### src/rtl/interrupt_arbiter.sv
// ============================================================================
// interrupt_arbiter
// ----------------------------------------------------------------------------
// Shares one upstream interrupt channel (req/src/ctx/ack) among N_ENGINES
// engine helpers. Each engine sends a one-cycle request pulse carrying its
// source and context. The pulse is latched into a per-engine pending slot.
// A round-robin arbiter grants one slot at a time. The granted slot is
// forwarded upstream with a level-held request. When the upstream ack
// arrives, a one-cycle ack returns to the granted engine.
//
// Optional feature (compile-time macro INTR_ARB_TIMEOUT_EN):
//   When defined, an upstream ack timeout of TIMEOUT_CYCLES cycles spent in
//   REQ retires the grant anyway and sets err_timeout[g]. The engine is
//   still acked, so it cannot lock up. When undefined, REQ waits
//   indefinitely and err_timeout is tied to 0.
//
// Ports:
//   clk, reset        clock; synchronous active-high reset
//   eng_intr_req      [N]        per-engine one-cycle request pulse
//   eng_intr_src      [N*SRCW]   per-engine source, slice i = [i*SRCW +: SRCW]
//   eng_intr_ctx      [N*CTXW]   per-engine context, slice i = [i*CTXW +: CTXW]
//   eng_intr_ack      [N]        one-cycle ack to the granted engine
//   intr_req/src/ctx  upstream request; src/ctx stay stable while req=1
//   intr_ack          upstream one-cycle ack (ignored outside REQ)
//   pending           [N]        per-engine pending flags
//   err_overflow      [N]        sticky: pulse arrived while already pending
//   err_timeout       [N]        sticky: upstream ack timeout
//   err_clr           clears all sticky error bits (wins over a same-cycle set)
//   busy              any pending, or FSM not in IDLE
//
// Handshake: intr_req rises the cycle after a grant and stays high until the
// cycle after intr_ack=1 is sampled in REQ. eng_intr_ack[g] is high for
// exactly the following cycle.
// ============================================================================
module interrupt_arbiter #(
    parameter int N_ENGINES      = 4,
    parameter int SRCW           = 64,
    parameter int CTXW           = 9,
    parameter int TIMEOUT_CYCLES = 4096
) (
    input  logic                      clk,
    input  logic                      reset,
    input  logic [N_ENGINES-1:0]      eng_intr_req,
    input  logic [N_ENGINES*SRCW-1:0] eng_intr_src,
    input  logic [N_ENGINES*CTXW-1:0] eng_intr_ctx,
    output logic [N_ENGINES-1:0]      eng_intr_ack,
    output logic                      intr_req,
    output logic [SRCW-1:0]           intr_src,
    output logic [CTXW-1:0]           intr_ctx,
    input  logic                      intr_ack,
    output logic [N_ENGINES-1:0]      pending,
    output logic [N_ENGINES-1:0]      err_overflow,
    output logic [N_ENGINES-1:0]      err_timeout,
    input  logic                      err_clr,
    output logic                      busy
);

    localparam int PTRW = (N_ENGINES > 1) ? $clog2(N_ENGINES) : 1;

    typedef enum logic [1:0] {
        ST_IDLE = 2'd0,
        ST_REQ  = 2'd1,
        ST_ACK  = 2'd2
    } state_t;

    // ------------------------------------------------------------------
    // State
    // ------------------------------------------------------------------
    state_t                 state_q, state_d;
    logic [PTRW-1:0]        grant_q, grant_d;
    logic [PTRW-1:0]        rr_ptr_q, rr_ptr_d;
    logic                   intr_req_q, intr_req_d;
    logic [SRCW-1:0]        intr_src_q, intr_src_d;
    logic [CTXW-1:0]        intr_ctx_q, intr_ctx_d;
    logic [N_ENGINES-1:0]   eng_ack_q, eng_ack_d;
    logic [N_ENGINES-1:0]   pending_q, pending_d;
    logic [N_ENGINES-1:0]   err_overflow_q, err_overflow_d;
    logic [SRCW-1:0]        src_q [N_ENGINES];
    logic [SRCW-1:0]        src_d [N_ENGINES];
    logic [CTXW-1:0]        ctx_q [N_ENGINES];
    logic [CTXW-1:0]        ctx_d [N_ENGINES];

    // Per-engine strobes produced by the FSM in the cycle a grant retires.
    logic [N_ENGINES-1:0]   retire;
    logic [N_ENGINES-1:0]   ovf_set;
    logic                   expire;

`ifdef INTR_ARB_TIMEOUT_EN
    localparam int TCW = $clog2(TIMEOUT_CYCLES + 1);
    logic [TCW-1:0]         tcnt_q, tcnt_d;
    logic [N_ENGINES-1:0]   to_set;
    logic [N_ENGINES-1:0]   err_timeout_q, err_timeout_d;
`else
    logic                   unused_timeout_cfg;
    assign unused_timeout_cfg = (TIMEOUT_CYCLES > 0);
`endif

    // ------------------------------------------------------------------
    // Round-robin pick: first set bit at or above ptr, wrapping at N.
    // ------------------------------------------------------------------
    function automatic logic [PTRW-1:0] rr_pick(
        input logic [N_ENGINES-1:0] req,
        input logic [PTRW-1:0]      ptr
    );
        logic [PTRW-1:0] pick;
        logic            found;
        int              idx;
        pick  = ptr;
        found = 1'b0;
        for (int k = 0; k < N_ENGINES; k++) begin
            idx = int'(ptr) + k;
            if (idx >= N_ENGINES) begin
                idx = idx - N_ENGINES;
            end
            if (!found && req[idx]) begin
                found = 1'b1;
                pick  = PTRW'(idx);
            end
        end
        return pick;
    endfunction

    // ------------------------------------------------------------------
    // Arbitration FSM (next-state and registered-output computation)
    // ------------------------------------------------------------------
    always_comb begin
        state_d    = state_q;
        grant_d    = grant_q;
        rr_ptr_d   = rr_ptr_q;
        intr_req_d = intr_req_q;
        intr_src_d = intr_src_q;
        intr_ctx_d = intr_ctx_q;
        eng_ack_d  = '0;
        retire     = '0;
        expire     = 1'b0;
`ifdef INTR_ARB_TIMEOUT_EN
        tcnt_d     = tcnt_q;
        to_set     = '0;
`endif

        case (state_q)
            ST_IDLE: begin
                if (|pending_q) begin
                    grant_d    = rr_pick(pending_q, rr_ptr_q);
                    intr_src_d = src_q[grant_d];
                    intr_ctx_d = ctx_q[grant_d];
                    intr_req_d = 1'b1;
                    state_d    = ST_REQ;
`ifdef INTR_ARB_TIMEOUT_EN
                    tcnt_d     = '0;
`endif
                end
            end

            ST_REQ: begin
`ifdef INTR_ARB_TIMEOUT_EN
                tcnt_d = tcnt_q + 1'b1;
                // A real ack in the expiry cycle wins; it is not a timeout.
                expire = (tcnt_q == TCW'(TIMEOUT_CYCLES - 1)) && !intr_ack;
`endif
                if (intr_ack || expire) begin
                    intr_req_d = 1'b0;
                    state_d    = ST_ACK;
                    if (grant_q == PTRW'(N_ENGINES - 1)) begin
                        rr_ptr_d = '0;
                    end else begin
                        rr_ptr_d = grant_q + 1'b1;
                    end
                    for (int i = 0; i < N_ENGINES; i++) begin
                        if (grant_q == PTRW'(i)) begin
                            retire[i]    = 1'b1;
                            eng_ack_d[i] = 1'b1;
`ifdef INTR_ARB_TIMEOUT_EN
                            to_set[i]    = expire;
`endif
                        end
                    end
                end
            end

            ST_ACK: begin
                state_d = ST_IDLE;
            end

            default: begin
                state_d = ST_IDLE;
            end
        endcase
    end

    // ------------------------------------------------------------------
    // Request capture and overflow detection
    // ------------------------------------------------------------------
    always_comb begin
        for (int i = 0; i < N_ENGINES; i++) begin
            pending_d[i] = pending_q[i];
            src_d[i]     = src_q[i];
            ctx_d[i]     = ctx_q[i];
            ovf_set[i]   = 1'b0;
            // A slot that retires this cycle is free again, so a pulse
            // landing in that cycle is a fresh capture, not an overflow.
            if (eng_intr_req[i] && (!pending_q[i] || retire[i])) begin
                pending_d[i] = 1'b1;
                src_d[i]     = eng_intr_src[i*SRCW +: SRCW];
                ctx_d[i]     = eng_intr_ctx[i*CTXW +: CTXW];
            end else if (retire[i]) begin
                pending_d[i] = 1'b0;
            end
            if (eng_intr_req[i] && pending_q[i] && !retire[i]) begin
                ovf_set[i] = 1'b1;
            end
        end
        err_overflow_d = err_clr ? '0 : (err_overflow_q | ovf_set);
    end

`ifdef INTR_ARB_TIMEOUT_EN
    always_comb begin
        err_timeout_d = err_clr ? '0 : (err_timeout_q | to_set);
    end
`endif

    // ------------------------------------------------------------------
    // Registers
    // ------------------------------------------------------------------
    always_ff @(posedge clk) begin
        if (reset) begin
            state_q        <= ST_IDLE;
            grant_q        <= '0;
            rr_ptr_q       <= '0;
            intr_req_q     <= 1'b0;
            intr_src_q     <= '0;
            intr_ctx_q     <= '0;
            eng_ack_q      <= '0;
            pending_q      <= '0;
            err_overflow_q <= '0;
            for (int i = 0; i < N_ENGINES; i++) begin
                src_q[i] <= '0;
                ctx_q[i] <= '0;
            end
`ifdef INTR_ARB_TIMEOUT_EN
            tcnt_q         <= '0;
            err_timeout_q  <= '0;
`endif
        end else begin
            state_q        <= state_d;
            grant_q        <= grant_d;
            rr_ptr_q       <= rr_ptr_d;
            intr_req_q     <= intr_req_d;
            intr_src_q     <= intr_src_d;
            intr_ctx_q     <= intr_ctx_d;
            eng_ack_q      <= eng_ack_d;
            pending_q      <= pending_d;
            err_overflow_q <= err_overflow_d;
            for (int i = 0; i < N_ENGINES; i++) begin
                src_q[i] <= src_d[i];
                ctx_q[i] <= ctx_d[i];
            end
`ifdef INTR_ARB_TIMEOUT_EN
            tcnt_q         <= tcnt_d;
            err_timeout_q  <= err_timeout_d;
`endif
        end
    end

    // ------------------------------------------------------------------
    // Outputs
    // ------------------------------------------------------------------
    assign eng_intr_ack = eng_ack_q;
    assign intr_req     = intr_req_q;
    assign intr_src     = intr_src_q;
    assign intr_ctx     = intr_ctx_q;
    assign pending      = pending_q;
    assign err_overflow = err_overflow_q;
    assign busy         = (|pending_q) || (state_q != ST_IDLE);
`ifdef INTR_ARB_TIMEOUT_EN
    assign err_timeout  = err_timeout_q;
`else
    assign err_timeout  = '0;
`endif

endmodule

### config.mk
export PLATFORM = sky130hd
export DESIGN_NAME = interrupt_arbiter
export DESIGN_NICKNAME = d
export VERILOG_FILES = /design/src/rtl/interrupt_arbiter.sv
export SDC_FILE = /design/constraint.sdc
export NUM_CORES = 1
export LEC_CHECK = 0
export ABC_CLOCK_PERIOD_IN_PS = 3700
export BUFFER_PORTS_ARGS = -buffer_cell sky130_fd_sc_hd__clkbuf_2
export CORE_MARGIN = 2
export CORE_UTILIZATION = 49
export CTS_CLUSTER_DIAMETER = 50
export DETAILED_ROUTE_END_ITERATION = 10
export GPL_TIMING_DRIVEN = 0
export HOLD_SLACK_MARGIN = 0.1
export PLACE_DENSITY = 0.73
export SLEW_MARGIN = 40
export SYNTH_ARGS = -nofsm -noshare
export SYNTH_HDL_FRONTEND = slang
export SYNTH_SLANG_ARGS = --single-unit
### constraint.sdc
create_clock -name clk -period 3.7 [get_ports clk]
set_input_delay 0.74 -clock clk [delete_from_list [all_inputs] [get_ports clk]]
set_output_delay 0.74 -clock clk [all_outputs]
set_load 0.005 [all_outputs]
After elaboration in Yosys (flattened, before gate mapping)

Memory sizes are Yosys's and may differ from the RTL's. A register that Yosys moved wholly into a read port is not among the register bits.
Index checks and enable logic that the tools add are counted.

Order comparisons: 8
Equal/unequal tests: 10
Mux-type cells: 83
Bitwise operators: 9
Reduce and logical (&&, ||, !) cells: 49
$add $sub $neg: 8

Operators with widths:

| kind                                                        | count |
|---|---|
| two-way mux 64 bit                                          | 8 |
| two-way mux 32 bit                                          | 12 |
| less-than comparator 32 x 4 -> 1 bit, second input constant | 4 |
| two-way mux 9 bit                                           | 8 |
| two-way mux 1 bit                                           | 38 |
| two-way mux 2 bit                                           | 9 |
| logical AND 1 bit                                           | 15 |
| AND reduction 2 bit                                         | 7 |
| nonzero test 2 bit                                          | 6 |
| subtractor 3 x 3 -> 4 bit, second input constant            | 3 |
| logical NOT 1 bit                                           | 11 |
| greater-or-equal comparator 3 bit, second input constant    | 3 |
| binary-select mux 1 bit (select 2 bit)                      | 4 |
| two-way mux 4 bit                                           | 2 |
| OR 1 bit                                                    | 8 |
| adder 2 x 2 -> 3 bit, second input constant                 | 2 |
| logical OR 1 bit                                            | 5 |
| == test 2 x 1 -> 1 bit, second input constant               | 2 |
| == test 2 bit, second input constant                        | 2 |
| logical NOT 2 bit                                           | 2 |
| != test 1 bit, second input constant                        | 4 |
| != test 2 bit, second input constant                        | 2 |
| OR 4 bit                                                    | 1 |
| case mux 2 bit (2 select lines)                             | 1 |
| 8 further kinds                                             | 8 |

Memories kept: 2
Memory bits (writable): 292
Register bits: 19
Input bits: 300
Word-level logic and storage cells: 179
Output and inout port bits: 91

Memory list:

| name  | words | bits a word | rd ports | clocked after Yosys merged registers in | wr ports | RTL line | source |
|---|---|---|---|---|---|---|---|
| src_q | 4     | 64          | 1        | 1                                       | 4        | 78       | `logic [SRCW-1:0] src_q [N_ENGINES];` |
| ctx_q | 4     | 9           | 1        | 1                                       | 4        | 80       | `logic [CTXW-1:0] ctx_q [N_ENGINES];` |

Logic depth before layout (Yosys ltp)

Depth after elaboration: 25
Depth in mapped cells: 9
Mapped depth without buffers: 7

Least setup slack after synthesis

Ideal clock, no wire load.

Path kind: in2reg
From: input reset
To: memory ctx_q[0][0] (enable)
Arrival time: 3.078 ns
Setup time: 0.430 ns
Path slack: 0.192 ns
Path buffers: 3
Required time: 3.270 ns
Cell stages on the path: 4
Path through: clkbuf_1 > clkbuf_1 > clkbuf_1 > a21o_1

RTL lines:

| element     | RTL line | source |
|---|---|---|
| from (decl) | 42       | `input logic reset,` |
| to (decl)   | 80       |  |

Worst setup path in the final report

From: register pending_q[1], in the netlist pending[1]
To: register intr_src_q[0], in the netlist intr_src[0], read port of src_q

Cells in the longest elaborated chain, start to end: 21
Elaborated cells on any way between the ends: 35
Those cells by class: mux (27); reduce/logical (8)

Ends and longest elaborated chain:

| element                                               | RTL line | source |
|---|---|---|
| from (decl)                                           | 76       | `logic [N_ENGINES-1:0] pending_q, pending_d;` |
| from (signal assigned)                                | 252      | `pending_q <= pending_d;` |
| binary-select mux 1 bit (select 2 bit)                | 115      | `if (!found && req[idx]) begin` |
| two-way mux 1 bit (implied by the code) (2 in series) | 115      |  |
| two-way mux 1 bit                                     | 115      |  |
| two-way mux 1 bit                                     | 143      | `if (\|pending_q) begin` |
| two-way mux 1 bit                                     | 141      | `case (state_q)` |
| logical NOT 1 bit                                     | 115      |  |
| logical AND 1 bit                                     | 115      |  |
| two-way mux 1 bit                                     | 115      |  |
| (+4 left out)                                         | -        |  |
| two-way mux 1 bit                                     | 115      |  |
| two-way mux 1 bit                                     | 143      |  |
| two-way mux 1 bit                                     | 141      |  |
| logical NOT 1 bit                                     | 115      |  |
| logical AND 1 bit                                     | 115      |  |
| two-way mux 2 bit                                     | 115      |  |
| two-way mux 2 bit                                     | 143      |  |
| two-way mux 2 bit                                     | 141      |  |
| to (decl)                                             | 73       | `logic [SRCW-1:0] intr_src_q, intr_src_d;` |

Several ways; a longest one is shown, not always the timed one. The select of a mux whose other input is x is not followed.
A chain may end at the register's enable or synchronous reset.

==> impl_metrics.json <==
{
  "synth_fa_ha_area_frac": 0.00293,
  "synth_area_sq_um": 17100,
  "dp_cells": 2269,
  "multi_input_area_sq_um": 5670,
  "final_util": 0.619,
  "hold_viol_final": 0,
  "rr_endpoint": "intr_src[0]$_SDFFE_PP0P_",
  "grt_pass1_wl_mm": 85.6,
  "synth_edf_count": 292,
  "num_rows": 68,
  "ff2ff_path_depth": 6,
  "drive_gt1_frac": 0.274,
  "post_cts_buffers": 0,
  "setup_tns_ps": 0,
  "pwr_density_cell_nw_per_um2": 538,
  "clock_sinks": 384,
  "hold_buffers": 0,
  "final_cells": 2361,
  "yosys.area.top_type_share": 0.513,
  "cp_max_fo": 10,
  "synth_ff_type": "edfxtp_1",
  "min_to": "err_overflow[0]$_SDFF_PP0_",
  "arrival_ps": 3690,
  "setup-violations-final": 0,
  "grtUsageTotal": 0.322,
  "synth-xor-area-share": 0,
  "ys_seq_elements": 384,
  "dp_hpwl_mm": 41.5,
  "start_kind": "register",
  "vias_per_cell": 6.02,
  "root_buffer": "clkbuf_16",
  "io_pins": 391,
  "port_buffers": 385,
  "drv_cap": 0,
  "drtIter0Drc": 1689,
  "vias": 14224,
  "fin_crit_sh": 0.897,
  "final-max-slew-violation-count": 0,
  "ys_warn_count": 0,
  "antenna_left": 0,
  "hold_depth": 2,
  "slowest_stage": "clkbuf_1",
  "cp.required_ps": 4070,
  "max_slew_margin": 0.397,
  "r2r_start": "pending[1]$_SDFFE_PP0P_",
  "grt_overflow": 0,
  "ff_latch_area_sq_um": 10600,
  "ctsResizeCount": 0,
  "clockBufferDepth": 3,
  "fin_nets": 2165,
  "path_cells": "nor4_1 -> nor3_1 -> clkbuf_1 -> clkbuf_1 -> nor2_1 -> a2111oi_0",
  "total_power_mw": 11.5,
  "htreeDepth": 2,
  "yosysTopAreaCell": "edfxtp_1",
  "cts_buffers": 45,
  "status": "finished, final reports clean",
  "area_growth_pct": 24.6,
  "synthDistinctLibCells": 43,
  "clk_latency_ps": 560,
  "synthTopCellsByArea": "edfxtp_1, dfxtp_1, and2_1",
  "power_leakage_nw": 8.57,
  "antenna_found_initial": 12,
  "tritoncts": "yes",
  "whs_ps": 415,
  "clk_pin_slew_ps": 60,
  "syn_area_per_cell_sq_um": 12.1,
  "grt_max_degree": 39,
  "worst_pin_slew_ps": 904,
  "fp.dieArea_sq_um": 36400,
  "hold_path.class": "input pin to register",
  "crit_type": "register to register",
  "drc": 0,
  "cp_slowest_stage_delay_ps": 740,
  "final.min_clock_period_ps": 3320,
  "grt_setup_unrepaired": "no",
  "crit_top_cell": "clkbuf_1",
  "max-vdd-ir-drop_uv": 408,
  "grt_pass1_vias": 14179,
  "synth_compound_area_frac": 0.158,
  "dr.pass1.iters": 6,
  "async_flop_share": 0,
  "routed_wl_mm": 59.6,
  "start_util": 0.496,
  "max_freq_mhz": 301,
  "yosys.area_share.simple": 0.166,
  "die_h_um": 191,
  "die_x_um": 191,
  "skew_ps": 14.7,
  "wl_per_cell_um": 25.2,
  "fill_cells": 2774,
  "r2r_setup_slack_ps": 380,
  "place_congestion": 0.892,
  "end_kind": "register",
  "synthMuxAreaShare": 0.000585,
  "seq_area_frac_synth": 0.620,
  "min-delay-start": "err_clr",
  "coreArea_sq_um": 34500,
  "synth_top_family_by_area": "simple AND/OR/NAND/NOR gates",
  "netlist_instances": 1413
}
==> cell type report <==
| cell class | instances | area share |
|---|---|---|
| multi-input cells | 811 | 0.266 |
| inverters | 82 | 0.0144 |
| clock inverters | 20 | 0.0101 |
| well taps | 455 | 0.0267 |
| clock buffers | 64 | 0.0576 |
| flip-flops and latches | 384 | 0.498 |
| plain buffers | 139 | 0.0276 |
| repair buffers | 398 | 0.0989 |
| diodes | 8 | 0.000939 |
==> flip-flops by register name (all words and copies together) (netlist names) <==
register,count
ctx_q,36
eng_intr_ack,4
err_overflow,4
grant_q,2
intr_ctx,9
intr_req,1
intr_src,64
pending,4
rr_ptr_q,2
src_q,256
state_q,2
==> kinds of logic after synthesis <==
kind of cell,count (synthesis)
adder cells (fa/ha/maj),4
AO/OA/AOI/OAI,320
buffers and inverters,221
AND/OR/NAND/NOR,482
multiplexers,1
other,1
flip-flops,384
==> synthesized netlist by cell type, drive strengths merged (2+ instances only) <==
master,instances
o21ai,8
buf,34
clkbuf,105
ha,4
and2,292
a21o,4
a211oi,78
o21a,2
and4,10
nor2,75
nand2,5
nand3b,6
nand4,68
edfxtp,292
inv,82
a2111oi,69
nand2b,3
o31ai,73
a21oi,12
dfxtp,92
nor2b,4
nor3,15
a32o,68
==> per-stage QoR <==
| stage | area (sq um) | worst slack, ps |
|---|---|---|
| 4_1_cts | 21300 | 510 |
| 2_1_floorplan | 17100 | 192 |
| 3_5_place_dp | 19800 | 289 |
| 3_3_place_gp | 19600 | -1840 |
| 5_1_grt | 21300 | 105 |
| 6_report | 21300 | 380 |
==> how the worst max path moves through the flow <==
stage	from	end	slack [ps]
floorplan	reset	ctx_q[0][0]$_SDFFCE_PN0P_	190
global placement	reset	src_q[2][33]$_SDFFCE_PN0P_	-1840
detailed placement	intr_ack	src_q[2][59]$_SDFFCE_PN0P_	290
CTS	pending[3]$_SDFFE_PP0P_	intr_src[0]$_SDFFE_PP0P_	510
global route	pending[3]$_SDFFE_PP0P_	intr_src[0]$_SDFFE_PP0P_	100
finish	pending[1]$_SDFFE_PP0P_	intr_src[0]$_SDFFE_PP0P_	380
==> worst max-delay path: cells and delay by family, from the launching register on <==
kind	cells	cell delay, ps
buffers and inverters	2	1240
AND/OR/NAND/NOR	3	750
flip-flops	1	550
AO/OA/AOI/OAI	1	600
==> placed cells by master, fill, tap and decap left out, types with 5 or more instances in the layout <==
| cell type | count |
|---|---|
| nor2_1 | 74 |
| buf_4 | 10 |
| nor3_1 | 11 |
| clkbuf_16 | 45 |
| buf_2 | 27 |
| nand3b_1 | 6 |
| a32o_1 | 68 |
| o21ai_0 | 6 |
| and2_1 | 292 |
| inv_1 | 82 |
| a2111oi_0 | 48 |
| clkinv_2 | 8 |
| buf_12 | 7 |
| o31ai_1 | 73 |
| nand2_1 | 5 |
| a211oi_1 | 78 |
| a21oi_1 | 12 |
| clkbuf_1 | 116 |
| nand4_1 | 68 |
| edfxtp_1 | 292 |
| clkbuf_2 | 390 |
| dfxtp_1 | 92 |
| diode_2 | 8 |
| and4_1 | 10 |
| a2111oi_1 | 17 |
==> routing by layer <==
layer	share of wire	GRT usage	vias up
li1	-	-	6245
met1	0.38	0.421	6832
met2	0.47	0.513	990
met3	0.12	0.0743	151
met4	0.043	0.144	6
met5	0.00047	0	-
==> report_power, final <==
group | internal (mW) | switching, mW | total [mW]
clock | 2.54 | 1.79 | 4.34
sequential | 5.07 | 0.206 | 5.28
combinational | 0.692 | 1.17 | 1.86
Note: power is estimated with default switching activity, not from simulation.
